## src/rtl/video_stream_aligner.sv

```systemverilog
// Aligns a valid/ready RGB stream (sof/eol marked) to raster timing, ahead of a TMDS encoder.
// Latency 2 cycles timing-in to colour/sync-out; s_ready low while the FIFO is full, raster never stalls.
module video_stream_aligner #(
    parameter int          H_ACTIVE    = 1440,
    parameter int          V_ACTIVE    = 900,
    parameter int          FIFO_DEPTH  = 16,
    parameter logic [23:0] FILL_COLOR  = 24'h000000,
    parameter logic [23:0] UNDER_COLOR = 24'hFF00FF
) (
    input  logic        clk,
    input  logic        rst,
    input  logic [23:0] s_data,
    input  logic        s_sof,
    input  logic        s_eol,
    input  logic        s_valid,
    output logic        s_ready,
    input  logic [10:0] h_cnt,
    input  logic [9:0]  v_cnt,
    input  logic        h_sync_in,
    input  logic        v_sync_in,
    input  logic        blank_in,
    output logic [7:0]  red_out,
    output logic [7:0]  green_out,
    output logic [7:0]  blue_out,
    output logic        h_sync_out,
    output logic        v_sync_out,
    output logic        blank_out,
    output logic        in_sync,
    output logic        underflow,
    output logic        misalign,
    input  logic        clr_status
);
    localparam int          AW     = $clog2(FIFO_DEPTH);
    localparam logic [10:0] H_LAST = 11'(H_ACTIVE - 1);
    localparam logic [9:0]  V_LIM  = 10'(V_ACTIVE);

    typedef enum logic [1:0] {SEEK, WAIT, RUN} state_t;

    logic [25:0] mem [FIFO_DEPTH];
    logic [AW:0] wr_ptr, rd_ptr;
    logic        full, empty, push, pop;
    logic [25:0] head;
    logic        head_sof, head_eol;

    state_t      state, nxt;
    logic        act, fstart, lend;
    logic [23:0] pix;
    logic        err_u, err_m;

    logic [23:0] s1_rgb;
    logic        s1_hs, s1_vs, s1_blank, s1_eu, s1_em;

    assign full     = (wr_ptr ^ rd_ptr) == {1'b1, {AW{1'b0}}};
    assign empty    = wr_ptr == rd_ptr;
    assign s_ready  = rst && !full;
    assign push     = s_valid && s_ready;
    assign head     = mem[rd_ptr[AW-1:0]];
    assign head_sof = head[25];
    assign head_eol = head[24];

    // Visible cycles beyond the configured frame height are treated as blank.
    assign act    = !blank_in && (v_cnt < V_LIM);
    assign fstart = act && (h_cnt == 11'd0) && (v_cnt == 10'd0);
    assign lend   = act && (h_cnt == H_LAST);

    always_comb begin
        nxt   = state;
        pop   = 1'b0;
        pix   = FILL_COLOR;
        err_u = 1'b0;
        err_m = 1'b0;
        case (state)
            SEEK: begin
                if (!empty) begin
                    if (head_sof) nxt = WAIT;
                    else          pop = 1'b1;
                end
            end
            WAIT: begin
                if (fstart && !empty && head_sof) begin
                    pop   = 1'b1;
                    pix   = head[23:0];
                    nxt   = RUN;
                    err_m = head_eol != lend;
                end
            end
            RUN: begin
                if (act) begin
                    if (empty) begin
                        pix   = UNDER_COLOR;
                        err_u = 1'b1;
                        nxt   = SEEK;
                    end else begin
                        pop   = 1'b1;
                        pix   = head[23:0];
                        err_m = (head_eol != lend) || (head_sof != fstart);
                    end
                end
            end
            default: nxt = SEEK;
        endcase
        if (err_m) nxt = SEEK;
    end

    always_ff @(posedge clk) begin
        if (push) mem[wr_ptr[AW-1:0]] <= {s_sof, s_eol, s_data};
    end

    always_ff @(posedge clk or negedge rst) begin
        if (!rst) begin
            state      <= SEEK;
            in_sync    <= 1'b0;
            wr_ptr     <= '0;
            rd_ptr     <= '0;
            s1_rgb     <= '0;
            s1_hs      <= 1'b0;
            s1_vs      <= 1'b0;
            s1_blank   <= 1'b1;
            s1_eu      <= 1'b0;
            s1_em      <= 1'b0;
            red_out    <= '0;
            green_out  <= '0;
            blue_out   <= '0;
            h_sync_out <= 1'b0;
            v_sync_out <= 1'b0;
            blank_out  <= 1'b1;
            underflow  <= 1'b0;
            misalign   <= 1'b0;
        end else begin
            state   <= nxt;
            in_sync <= nxt == RUN;
            if (push) wr_ptr <= wr_ptr + 1'b1;
            if (pop)  rd_ptr <= rd_ptr + 1'b1;

            s1_rgb   <= pix;
            s1_hs    <= h_sync_in;
            s1_vs    <= v_sync_in;
            s1_blank <= blank_in;
            s1_eu    <= err_u;
            s1_em    <= err_m;

            {red_out, green_out, blue_out} <= s1_blank ? 24'h0 : s1_rgb;
            h_sync_out <= s1_hs;
            v_sync_out <= s1_vs;
            blank_out  <= s1_blank;

            // Flags rise together with the offending pixel; a new error beats a clear.
            if (s1_eu)           underflow <= 1'b1;
            else if (clr_status) underflow <= 1'b0;
            if (s1_em)           misalign  <= 1'b1;
            else if (clr_status) misalign  <= 1'b0;
        end
    end
endmodule

```

## config.mk

```make
export PLATFORM = sky130hd
export DESIGN_NAME = video_stream_aligner
export DESIGN_NICKNAME = d
export VERILOG_FILES = /design/src/rtl/video_stream_aligner.sv
export SDC_FILE = /design/constraint.sdc
export NUM_CORES = 1
export LEC_CHECK = 0
export CORE_ASPECT_RATIO = 0.75
export CORE_UTILIZATION = 35
export CTS_CLUSTER_SIZE = 28
export DETAILED_ROUTE_END_ITERATION = 8
export PLACE_DENSITY_LB_ADDON = 0.08
export SLEW_MARGIN = 20
export SYNTH_ARGS = -nofsm -noshare
export SYNTH_HDL_FRONTEND = slang
export SYNTH_SLANG_ARGS = --single-unit
```

## constraint.sdc

```tcl
create_clock -name clk -period 4.65 [get_ports clk]
set_clock_uncertainty 0.2 [all_clocks]
set_input_delay 1.1625 -clock clk [delete_from_list [all_inputs] [get_ports clk]]
set_output_delay 1.1625 -clock clk [all_outputs]
set_load 0.1 [all_outputs]
```

==> impl_metrics.env <==
export IMPL_power_switching_mw=3.37
export IMPL_dp_hpwl_microns=24500
export IMPL_clkPwrFrac_pct=32.6
export IMPL_io_buffers=84
export IMPL_gp_congestion=0.731
export IMPL_cts_hold_buf=0
export IMPL_drv_cap=0
export IMPL_fillerInstances=4509
export IMPL_synthToLayoutAreaGrowth_pct=20.0
export IMPL_fin_crit_sh_pct=85.6
export IMPL_grt_first_pass_wirelength_microns=64300
export IMPL_grt_overflow_total=0
export IMPL_antenna_found_initial=1
export IMPL_setup_ws_ns=0.667
export IMPL_powerDensity_mw_per_mm2=542
export IMPL_p_seq_share_pct=43.4
export IMPL_final_common_cell="edfxtp_1"
export IMPL_crit_chain="xor2_1 > nor4_4 > a21oi_1 > buf_12"
export IMPL_critical_path_class="reg2out"
export IMPL_vias=8630
export IMPL_synth_edf_count=416
export IMPL_cts_inserted_buffers=50
export IMPL_max_freq_mhz=251
export IMPL_hp_start="s1_hs$_DFF_PN0_"
export IMPL_ant_nets=0
export IMPL_synth_top_area_share_pct=67.2
export IMPL_hold_viol=0
export IMPL_root_buffer="clkbuf_16"
export IMPL_placed_area_sq_mm=0.0207
export IMPL_antenna_cells=0
export IMPL_nets=1034
export IMPL_firstDrtPassIters=5
export IMPL_initial_core_util_pct=35.8
export IMPL_required_ns=3.29
export IMPL_max_slew_margin_pct=33.2
export IMPL_postLayoutCoreUtil_pct=42.9
export IMPL_tightestPinTransition_ns=0.999
export IMPL_combPwrFrac_pct=24.0
export IMPL_post_cts_buffers=0
export IMPL_swShare_pct=27.9
export IMPL_crit_fanout=26
export IMPL_synth_area_per_cell_sq_um=22.3
export IMPL_rsz0062_at_grt="false"
export IMPL_synthesis_area_sq_mm=0.0186
export IMPL_via_per_inst=5.03
export IMPL_timing_rr_start="rd_ptr[0]$_DFFE_PN0P_"
export IMPL_core_area_sq_mm=0.0520
export IMPL_endpoint_kind="output port"
export IMPL_grt_use_total_pct=16.8
export IMPL_yosys_warnings=0
export IMPL_cts_sinks=487
export IMPL_stdcell_area_sq_mm=0.0223
export IMPL_pre_cts_ws_ns=0.766
export IMPL_max_stage_delay_ns=0.82
export IMPL_report_final_slew_viol_count=0
export IMPL_grt_max_degree=84
export IMPL_synth_area_leaders="edfxtp_1 67%, mux4_2 16%, dfrtp_1 9.3%"
export IMPL_crit_path_top_delay_cell="dfrtp_4"
export IMPL_std_cell_rows=72
export IMPL_status="finished, final reports clean"
export IMPL_wl_per_cell_microns=25.7
export IMPL_yosys_area_top_type="edfxtp_1"
export IMPL_ys_async_sr_fraction_pct=14.6
export IMPL_syn_inst=832
export IMPL_dieArea_sq_mm=0.0540
export IMPL_ys_flop_type="edfxtp_1"
export IMPL_tns_ns=0
export IMPL_drt_total_wl_microns=44100
export IMPL_ys_ff_latch=487
export IMPL_setup_viol=0
export IMPL_ctsResizeCount=0
export IMPL_seq_area_frac_synth_pct=76.8
export IMPL_critPathLaunch="rd_ptr[0]$_DFFE_PN0P_"
export IMPL_htree_num_levels=2
export IMPL_cellInternalPower_mw=8.71
export IMPL_clockBufferDepth=3
export IMPL_cts_tree="done"
export IMPL_synth_net_count=895
export IMPL_clkLatencyLatePin_ns=0.58
export IMPL_hp_class="reg2reg"
export IMPL_final_cell_mix="416 x edfxtp_1, 128 x mux4_2, 82 x clkdlybuf4s50_1"
export IMPL_drc=0
export IMPL_fp_dieH_microns=202
export IMPL_ys_types=48
export IMPL_clkTransAtPathRegs_ns=0.06
export IMPL_drtIter0Drc=671
export IMPL_start_kind="flip-flop"
export IMPL_io_pins=85
export IMPL_ir_drop_mv=0.364
export IMPL_grt_pass1_vias=9111
export IMPL_worst_ep_arrival_time_ns=2.62
export IMPL_fin_crit_ns=3.98
export IMPL_fp_dieW_microns=268
export IMPL_drive_gt1_share_pct=27.4
export IMPL_power_leakage_nw=7.41
-- flip-flops by register name, indices dropped and copies added, names as in the netlist, 2 cells and up --
register   count
mem          416
state          2
s1_rgb        24
rd_ptr         5
wr_ptr         5
green_out      8
blue_out       8
red_out        8
-- per-stage QoR --
step	std cells	total power, mW	hold slack (ns)
after CTS	1716	12.3	0.159
after detailed placement	1622	8.28	0.139
after global placement	1622	8.30	0.132
final	1716	12.1	0.154
after floorplan	832	7.36	0.131
after global routing	1716	12.6	0.173
-- final timing paths --
check	slack, ns	cells past startpoint	to
worst max-delay path	0.67	4	s_ready
worst min-delay path	0.15	0	h_sync_out$_DFF_PN0_
worst max register to register	1.38	4	s1_rgb[7]$_DFF_PN0_
max in group asynchronous	2.82	2	rd_ptr[0]$_DFFE_PN0P_
min in group asynchronous	0.29	1	green_out[7]$_DFF_PN0_
worst min register to register	0.15	0	h_sync_out$_DFF_PN0_
-- kinds of logic (layout without fill, tap and decap cells) --
| logic type | count (synthesis) | in the layout | synth area share, % |
|---|---|---|---|
| adders and majority gates | 9 | 9 | 0.606 |
| and+or+nand+nor | 98 | 98 | 3.04 |
| AOI/OAI and AO/OA | 39 | 39 | 1.72 |
| muxes | 136 | 136 | 16.0 |
| DFF | 487 | 487 | 76.8 |
| buffers and inverters | 48 | 229 | 1.15 |
| xor gates and xnor gates | 15 | 15 | 0.707 |
-- cells in the mapped netlist (all sizes together) (2+ instances only) --
library cell,number
clkbuf,20
buf,17
xor2,10
edfxtp,416
nand2b,2
nand3,4
nor2,18
a31oi,4
o21a,15
xnor2,5
a2111oi,5
nand4,4
dfrtp,69
a21oi,3
inv,11
mux4,128
and4b,2
nor3,7
mux2i,7
nor2b,24
a22o,3
nand2,13
dfstp,2
a311oi,2
nor4,6
ha,9
a21o,3
and2,2
and3,11
-- power by group through the flow --
stage | combinational, mW | sequential (mW) | clock [mW]
after CTS | 2.95 | 5.25 | 4.06
final | 2.90 | 5.25 | 3.94
after global placement | 2.96 | 5.34 | 0
after floorplan | 2.21 | 5.15 | 0
after global routing | 3.12 | 5.28 | 4.21
after detailed placement | 2.94 | 5.34 | 0
-- per-layer routing --
layer	share of wire (%)	up-vias	track usage, %	wire length [microns]
li1	-	3724	-	-
met1	51	4668	26.6	22300
met2	44	180	23.9	19300
met3	3.9	58	2.72	1730
met4	1.7	0	4.41	741
met5	0	-	0	0
-- critical path, delay by kind of cell, from the launching register on --
family                    cells  cell delay, ns
AOI/OAI and AO/OA             1            0.22
and+or+nand+nor               1            0.57
buffers and inverters         1            0.21
xor gates and xnor gates      1            0.20
DFF                           1            0.82
-- layout make-up --
cell class | instances | area, sq um | area share [%]
Timing Repair Buffer | 124 | 1260 | 5.65
Inverter | 11 | 41.3 | 0.185
Sequential cell | 487 | 14300 | 64.0
Tap cell | 703 | 880 | 3.94
Clock buffer | 73 | 1450 | 6.50
Clock inverter | 21 | 171 | 0.769
Multi-Input combinational cell | 297 | 4220 | 18.9
Note: power is estimated with default switching activity, not from simulation.
